`src/rtl/data_mem_controller.sv`:
```
// Purpose : round-robin arbiter serialising per-thread LSU read/write requests onto one data-memory port.
// Latency : grant edge drives the memory request; memory-ready edge raises the consumer ready; valid-drop edge returns to IDLE.
// Backpres: one memory transaction at a time; other consumers hold their valid until granted, memory stalls by withholding ready.
//
// Ports:
//   clk, reset (async, active-low)
//   consumer_read_*  / consumer_write_*  : per-consumer request (valid/address/data) and completion (ready/data)
//   mem_read_*       / mem_write_*       : single shared memory port, valid held until memory ready
// Build option: define DATA_MEM_CONTROLLER_WRITE_EN to enable the write path; without it write requests are
// never granted and all write outputs are tied low (ports kept for pin compatibility).
module data_mem_controller #(
    parameter int ADDR_BITS     = 8,
    parameter int DATA_BITS     = 8,
    parameter int NUM_CONSUMERS = 4
) (
    input  logic                                      clk,
    input  logic                                      reset,
    input  logic [NUM_CONSUMERS-1:0]                  consumer_read_valid,
    input  logic [NUM_CONSUMERS-1:0][ADDR_BITS-1:0]   consumer_read_address,
    output logic [NUM_CONSUMERS-1:0]                  consumer_read_ready,
    output logic [NUM_CONSUMERS-1:0][DATA_BITS-1:0]   consumer_read_data,
    input  logic [NUM_CONSUMERS-1:0]                  consumer_write_valid,
    input  logic [NUM_CONSUMERS-1:0][ADDR_BITS-1:0]   consumer_write_address,
    input  logic [NUM_CONSUMERS-1:0][DATA_BITS-1:0]   consumer_write_data,
    output logic [NUM_CONSUMERS-1:0]                  consumer_write_ready,
    output logic                                      mem_read_valid,
    output logic [ADDR_BITS-1:0]                      mem_read_address,
    input  logic                                      mem_read_ready,
    input  logic [DATA_BITS-1:0]                      mem_read_data,
    output logic                                      mem_write_valid,
    output logic [ADDR_BITS-1:0]                      mem_write_address,
    output logic [DATA_BITS-1:0]                      mem_write_data,
    input  logic                                      mem_write_ready
);

    localparam int              PTR_W = (NUM_CONSUMERS > 1) ? $clog2(NUM_CONSUMERS) : 1;
    localparam logic [PTR_W:0]  NUM_C = (PTR_W+1)'(NUM_CONSUMERS);

    localparam logic [1:0] IDLE       = 2'd0;
    localparam logic [1:0] READ_WAIT  = 2'd1;
    localparam logic [1:0] WRITE_WAIT = 2'd2;
    localparam logic [1:0] RELEASE    = 2'd3;

    logic [1:0]                               state_q;
    logic [PTR_W-1:0]                         rr_ptr_q;
    logic [PTR_W-1:0]                         gnt_q;
    logic                                     mem_read_valid_q;
    logic [ADDR_BITS-1:0]                     mem_read_address_q;
    logic [NUM_CONSUMERS-1:0]                 rd_rdy_q;
    logic [NUM_CONSUMERS-1:0][DATA_BITS-1:0]  rd_data_q;

    logic [NUM_CONSUMERS-1:0]                 wr_req;
    logic [PTR_W:0]                           cand_d;
    logic [PTR_W:0]                           inc_d;
    logic                                     gnt_found_d;
    logic [PTR_W-1:0]                         gnt_idx_d;
    logic                                     gnt_is_wr_d;
    logic [PTR_W-1:0]                         rr_ptr_d;

`ifdef DATA_MEM_CONTROLLER_WRITE_EN
    logic                                     is_wr_q;
    logic                                     mem_write_valid_q;
    logic [ADDR_BITS-1:0]                     mem_write_address_q;
    logic [DATA_BITS-1:0]                     mem_write_data_q;
    logic [NUM_CONSUMERS-1:0]                 wr_rdy_q;

    assign wr_req               = consumer_write_valid;
    assign mem_write_valid      = mem_write_valid_q;
    assign mem_write_address    = mem_write_address_q;
    assign mem_write_data       = mem_write_data_q;
    assign consumer_write_ready = wr_rdy_q;
`else
    // Write path compiled out: requests are invisible to the arbiter.
    logic unused_wr;
    assign unused_wr            = ^{consumer_write_valid, consumer_write_address, consumer_write_data,
                                    mem_write_ready, gnt_is_wr_d};
    assign wr_req               = '0;
    assign mem_write_valid      = 1'b0;
    assign mem_write_address    = '0;
    assign mem_write_data       = '0;
    assign consumer_write_ready = '0;
`endif

    assign mem_read_valid      = mem_read_valid_q;
    assign mem_read_address    = mem_read_address_q;
    assign consumer_read_ready = rd_rdy_q;
    assign consumer_read_data  = rd_data_q;

    // Round-robin scan from rr_ptr; the first requester wins, reads before writes within a consumer.
    always_comb begin
        gnt_found_d = 1'b0;
        gnt_idx_d   = '0;
        gnt_is_wr_d = 1'b0;
        cand_d      = '0;
        for (int i = 0; i < NUM_CONSUMERS; i++) begin
            cand_d = {1'b0, rr_ptr_q} + (PTR_W+1)'(i);
            if (cand_d >= NUM_C) begin
                cand_d = cand_d - NUM_C;
            end
            if (!gnt_found_d && (consumer_read_valid[cand_d[PTR_W-1:0]] || wr_req[cand_d[PTR_W-1:0]])) begin
                gnt_found_d = 1'b1;
                gnt_idx_d   = cand_d[PTR_W-1:0];
                gnt_is_wr_d = !consumer_read_valid[cand_d[PTR_W-1:0]];
            end
        end
    end

    // Pointer moves to the consumer after the winner, wrapping for non-power-of-two counts too.
    always_comb begin
        inc_d = {1'b0, gnt_idx_d} + (PTR_W+1)'(1);
        if (inc_d >= NUM_C) begin
            inc_d = '0;
        end
        rr_ptr_d = inc_d[PTR_W-1:0];
    end

    always_ff @(posedge clk or negedge reset) begin
        if (!reset) begin
            state_q             <= IDLE;
            rr_ptr_q            <= '0;
            gnt_q               <= '0;
            mem_read_valid_q    <= 1'b0;
            mem_read_address_q  <= '0;
            rd_rdy_q            <= '0;
            rd_data_q           <= '0;
`ifdef DATA_MEM_CONTROLLER_WRITE_EN
            is_wr_q             <= 1'b0;
            mem_write_valid_q   <= 1'b0;
            mem_write_address_q <= '0;
            mem_write_data_q    <= '0;
            wr_rdy_q            <= '0;
`endif
        end else begin
            case (state_q)
                IDLE: begin
                    if (gnt_found_d) begin
                        gnt_q    <= gnt_idx_d;
                        rr_ptr_q <= rr_ptr_d;
`ifdef DATA_MEM_CONTROLLER_WRITE_EN
                        is_wr_q  <= gnt_is_wr_d;
                        if (gnt_is_wr_d) begin
                            mem_write_valid_q   <= 1'b1;
                            mem_write_address_q <= consumer_write_address[gnt_idx_d];
                            mem_write_data_q    <= consumer_write_data[gnt_idx_d];
                            state_q             <= WRITE_WAIT;
                        end else
`endif
                        begin
                            mem_read_valid_q   <= 1'b1;
                            mem_read_address_q <= consumer_read_address[gnt_idx_d];
                            state_q            <= READ_WAIT;
                        end
                    end
                end
                READ_WAIT: begin
                    if (mem_read_ready) begin
                        mem_read_valid_q <= 1'b0;
                        rd_data_q[gnt_q] <= mem_read_data;
                        rd_rdy_q[gnt_q]  <= 1'b1;
                        state_q          <= RELEASE;
                    end
                end
                WRITE_WAIT: begin
`ifdef DATA_MEM_CONTROLLER_WRITE_EN
                    if (mem_write_ready) begin
                        mem_write_valid_q <= 1'b0;
                        wr_rdy_q[gnt_q]   <= 1'b1;
                        state_q           <= RELEASE;
                    end
`else
                    state_q <= IDLE;
`endif
                end
                RELEASE: begin
                    // Ready is held until the granted consumer withdraws the matching valid.
`ifdef DATA_MEM_CONTROLLER_WRITE_EN
                    if (is_wr_q) begin
                        if (!consumer_write_valid[gnt_q]) begin
                            wr_rdy_q <= '0;
                            state_q  <= IDLE;
                        end
                    end else
`endif
                    if (!consumer_read_valid[gnt_q]) begin
                        rd_rdy_q <= '0;
                        state_q  <= IDLE;
                    end
                end
                default: state_q <= IDLE;
            endcase
        end
    end

endmodule

```
`config.mk`:
```
export PLATFORM = sky130hd
export DESIGN_NAME = data_mem_controller
export DESIGN_NICKNAME = d
export VERILOG_FILES = /design/src/rtl/data_mem_controller.sv
export SDC_FILE = /design/constraint.sdc
export NUM_CORES = 1
export LEC_CHECK = 0
export ABC_AREA = 1
export BUFFER_PORTS_ARGS = -buffer_cell sky130_fd_sc_hd__buf_2
export CORE_MARGIN = 4
export CORE_UTILIZATION = 42
export CTS_CLUSTER_DIAMETER = 60
export CTS_CLUSTER_SIZE = 14
export DETAILED_ROUTE_END_ITERATION = 8
export GPL_TIMING_DRIVEN = 0
export PLACE_DENSITY = 0.77
export SKIP_CTS_REPAIR_TIMING = 1
export SYNTH_ARGS = -nofsm -noshare
export SYNTH_HDL_FRONTEND = slang
export SYNTH_SLANG_ARGS = --single-unit
```
`constraint.sdc`:
```
create_clock -name clk -period 1.8 [get_ports clk]
set_input_delay 0.36 -clock clk [delete_from_list [all_inputs] [get_ports clk]]
set_output_delay 0.36 -clock clk [all_outputs]
set_load 0.05 [all_outputs]
```
==> reports/metrics.csv <==
metric,value,unit
Die Wd,88.3,µm
Sw Share,54.3,%
final worst path period need,1.90,ns
Buf/Inv on CP,4,
Highest Clock Rate,527,MHz
largest family of logic cells by synthesized area,simple AND/OR/NAND/NOR gates,
diode count,0,
WP data required,1.99,ns
post-synthesis compound-gate area fraction,2.64,%
violated checks,negative setup slack,
Worst Reg2Reg Path Length in Cells,14,
count of pins over their slew limit,0,
most frequent cells in the layout,"121 x nand2_1, 92 x buf_2, 50 x dfrtp_1, 30 x buf_4, 24 x mux2_2",
most numerous cell on the critical path,nand2_2,
via count of the first global-routing pass,2241,
YS warnings,0,
Yosys top cell by area,dfrtp_1,
DR vias,2492,
worst-skew pair later-pin latency,0.31,ns
outcome,"finished, violations left",
Logic pwr share,68.9,%
Tcrit/Tclk final,105,%
Post-Synth Adder-Cell Area,0,%
"Seq/Total Area, Yosys",47.2,%
grt met1 use,20.9,%
total track usage,16.6,%
GR Layer Usage met3,4.19,%
Crit Path Class,register to register,
Leak Pwr,2.07,nW
first-pass GRT wire length,10.2,mm
initial core utilization,44.4,%
Synth Area in Simple Gates,28.9,%
"most common cell after layout, fill and taps aside",nand2_1,
top post-synthesis cells by area,"dfrtp_1 47%, nand2_1 19%, mux2_2 10%",
r2r setup slk,-0.1,ns
Area after DPL,0.00333,mm²
Slew Limit Headroom,26.7,%
Worst Setup End Kind,register,
final setup fails,10,
Cells after Synth,320,
nets@finish,567,
worst-path fanout max,10,
Avg Synthesized Cell Area,8.46,µm²
RSZ-0062 raised after global routing,true,
drt pass-1 iters,4,
arrival time at the worst endpoint,2.09,ns
share of layout cells above drive strength 1,44.7,%
Via density,4.73,
DRT iter0 DRCs,95,
clock slew seen by the registers of the worst setup and hold paths,0.10,ns
pre-CTS setup slack,-0.144,ns
cell area after synthesis,0.00271,mm²
fin area,0.00368,mm²
XOR/XNOR share of the synthesized area,0,%
drt drc,0,
CP Launch Type,register,
total CTS buffers,5,
crit path cell chain,buf_6 > inv_8 > nand2_2 > nand3_2 > nand2_2 > nor2_4 > nand3_4 > nand3_4 > clkinv_4 > buf_12 > nand2_1 > nand2_1 > nand2_2 > nand3_1,
Layout Utilization,60.3,%
Root Driver,clkbuf_8,
row count,28,
total wire length,6.85,mm
Hold Path Class,primary input to asynchronous set/reset pin,
slack of the critical path,-0.0967,ns
Switching Power,0.00478,W
multiplexer area fraction after synthesis,9.99,%
I/O Pins,182,
FF-to-FF Start,rr_ptr_q[0]$_DFFE_PN0P_,
Cell variety after synth,29,
cell-internal power,0.00403,W
wire length per cell,13.0,µm
CTS tree,done,
Worst-Margin Slew,1.10,ns
area delta synth->final,35.8,%
Max stage delay on crit path,0.40,ns
CP max stage cell,dfrtp_1,
VDD IR max,0.00133,V
final hold vios,0,
PortBufs,91,
total power per unit cell area,2400,mW/mm²
Detailed Place HPWL,5.03,mm
family with the most delay on the worst path,simple AND/OR/NAND/NOR gates,
Num Clock Sinks,51,
Final Skew,0.00824,ns
reported max-cap violation count,0,
floorplan core area,0.00610,mm²
met2 usage,28.1,%
total die area,0.00779,mm²
grt peak-use layer,met2,
largest net degree at the start of global routing,52,
top-area cell type share of the netlist area,47.2,%
Die Y,88.3,µm
htree depth,2,
clock buffer depth,2,
gpl congestion,0.802,
power share of the clock group,7.8,%
sequential power share,23.2,%
GR Overflow Total,0,
Synth Register Bits,51,
RR Endpoint,mem_read_address[1]$_DFFE_PN0P_,
Routed Antenna Nets,0,
antenna violations before repair,0,
sequential cells by signal (all words and copies together), names as in the netlist:
name	cells
consumer_read_data	32
mem_read_address	8
consumer_read_ready	4
gnt_q	2
rr_ptr_q	2
state_q	2
mem_read_valid	1
power by group through the flow:
stage / clock network, W / logic [W] / registers, W
final: 0.000691 / 0.00607 / 0.00205
after global routing: 0.000749 / 0.00650 / 0.00213
after CTS: 0.000713 / 0.00527 / 0.00202
after detailed placement: 0 / 0.00526 / 0.00204
after global placement: 0 / 0.00514 / 0.00202
after floorplan: 0 / 0.00236 / 0.00376
worst max path at each step:
stage	start	end	cells past startpoint
after floorplan	rr_ptr_q[0]$_DFFE_PN0P_	mem_read_address[7]$_DFFE_PN0P_	14
after detailed placement	state_q[0]$_DFFE_PN0P_	consumer_read_data[10]$_DFFE_PN0P_	5
after CTS	state_q[0]$_DFFE_PN0P_	consumer_read_data[10]$_DFFE_PN0P_	5
final	rr_ptr_q[0]$_DFFE_PN0P_	mem_read_address[1]$_DFFE_PN0P_	14
after global routing	rr_ptr_q[0]$_DFFE_PN0P_	mem_read_address[1]$_DFFE_PN0P_	14
after global placement	state_q[0]$_DFFE_PN0P_	consumer_read_data[12]$_DFFE_PN0P_	5
synthesized netlist by cell type, drive strengths merged:
library cell	number
a21oi	2
buf	25
clkinv	1
conb	1
dfrtp	51
inv	26
mux2	24
nand2	140
nand3	22
nand3b	1
nand4	2
nor2	12
nor3	3
o21ai	6
o21bai	2
o221ai	1
o31ai	1
routing by layer:
layer,part of all wire [%],wire [µm]
met5,0,0
met4,1.8,126
met3,7.6,523
met2,50,3430
met1,40,2760
worst register-to-register path, cell delays in order, from the launching register on:
cell	delay [ns]
dfrtp_1	0.40
buf_6	0.14
inv_8	0.08
nand2_2	0.07
nand3_2	0.08
nand2_2	0.09
nor2_4	0.14
nand3_4	0.13
nand3_4	0.15
clkinv_4	0.11
buf_12	0.14
nand2_1	0.05
nand2_1	0.06
nand2_2	0.06
nand3_1	0.07
area by class of cell:
cell class              instances  area [µm²]
clock buffers                   6        82.6
inverters                      27         118
well taps                      75        93.8
clock inverters                 2        16.3
fillers                       563        2420
flip-flops and latches         51        1280
plain buffers                  25         203
multi-input cells             237        1290
repair buffers                104         593
cells by family after synthesis:
family                 Yosys count
multiplexers                    24
AND/OR/NAND/NOR                180
flip-flops                      51
AO/OA/AOI/OAI                   12
buffers and inverters           52
other                            1
through the flow:
stage                     cells  hold WS [ns]  TNS, ns  power, W
after global routing        527         0.300    -2.40   0.00938
after global placement      506         0.458    -1.13   0.00716
after CTS                   514         0.274    -2.37   0.00800
after detailed placement    506         0.464    -2.07   0.00730
final                       527         0.254   -0.665   0.00881
after floorplan             340        0.0644        0   0.00612
Note: power is estimated with default switching activity, not from simulation.
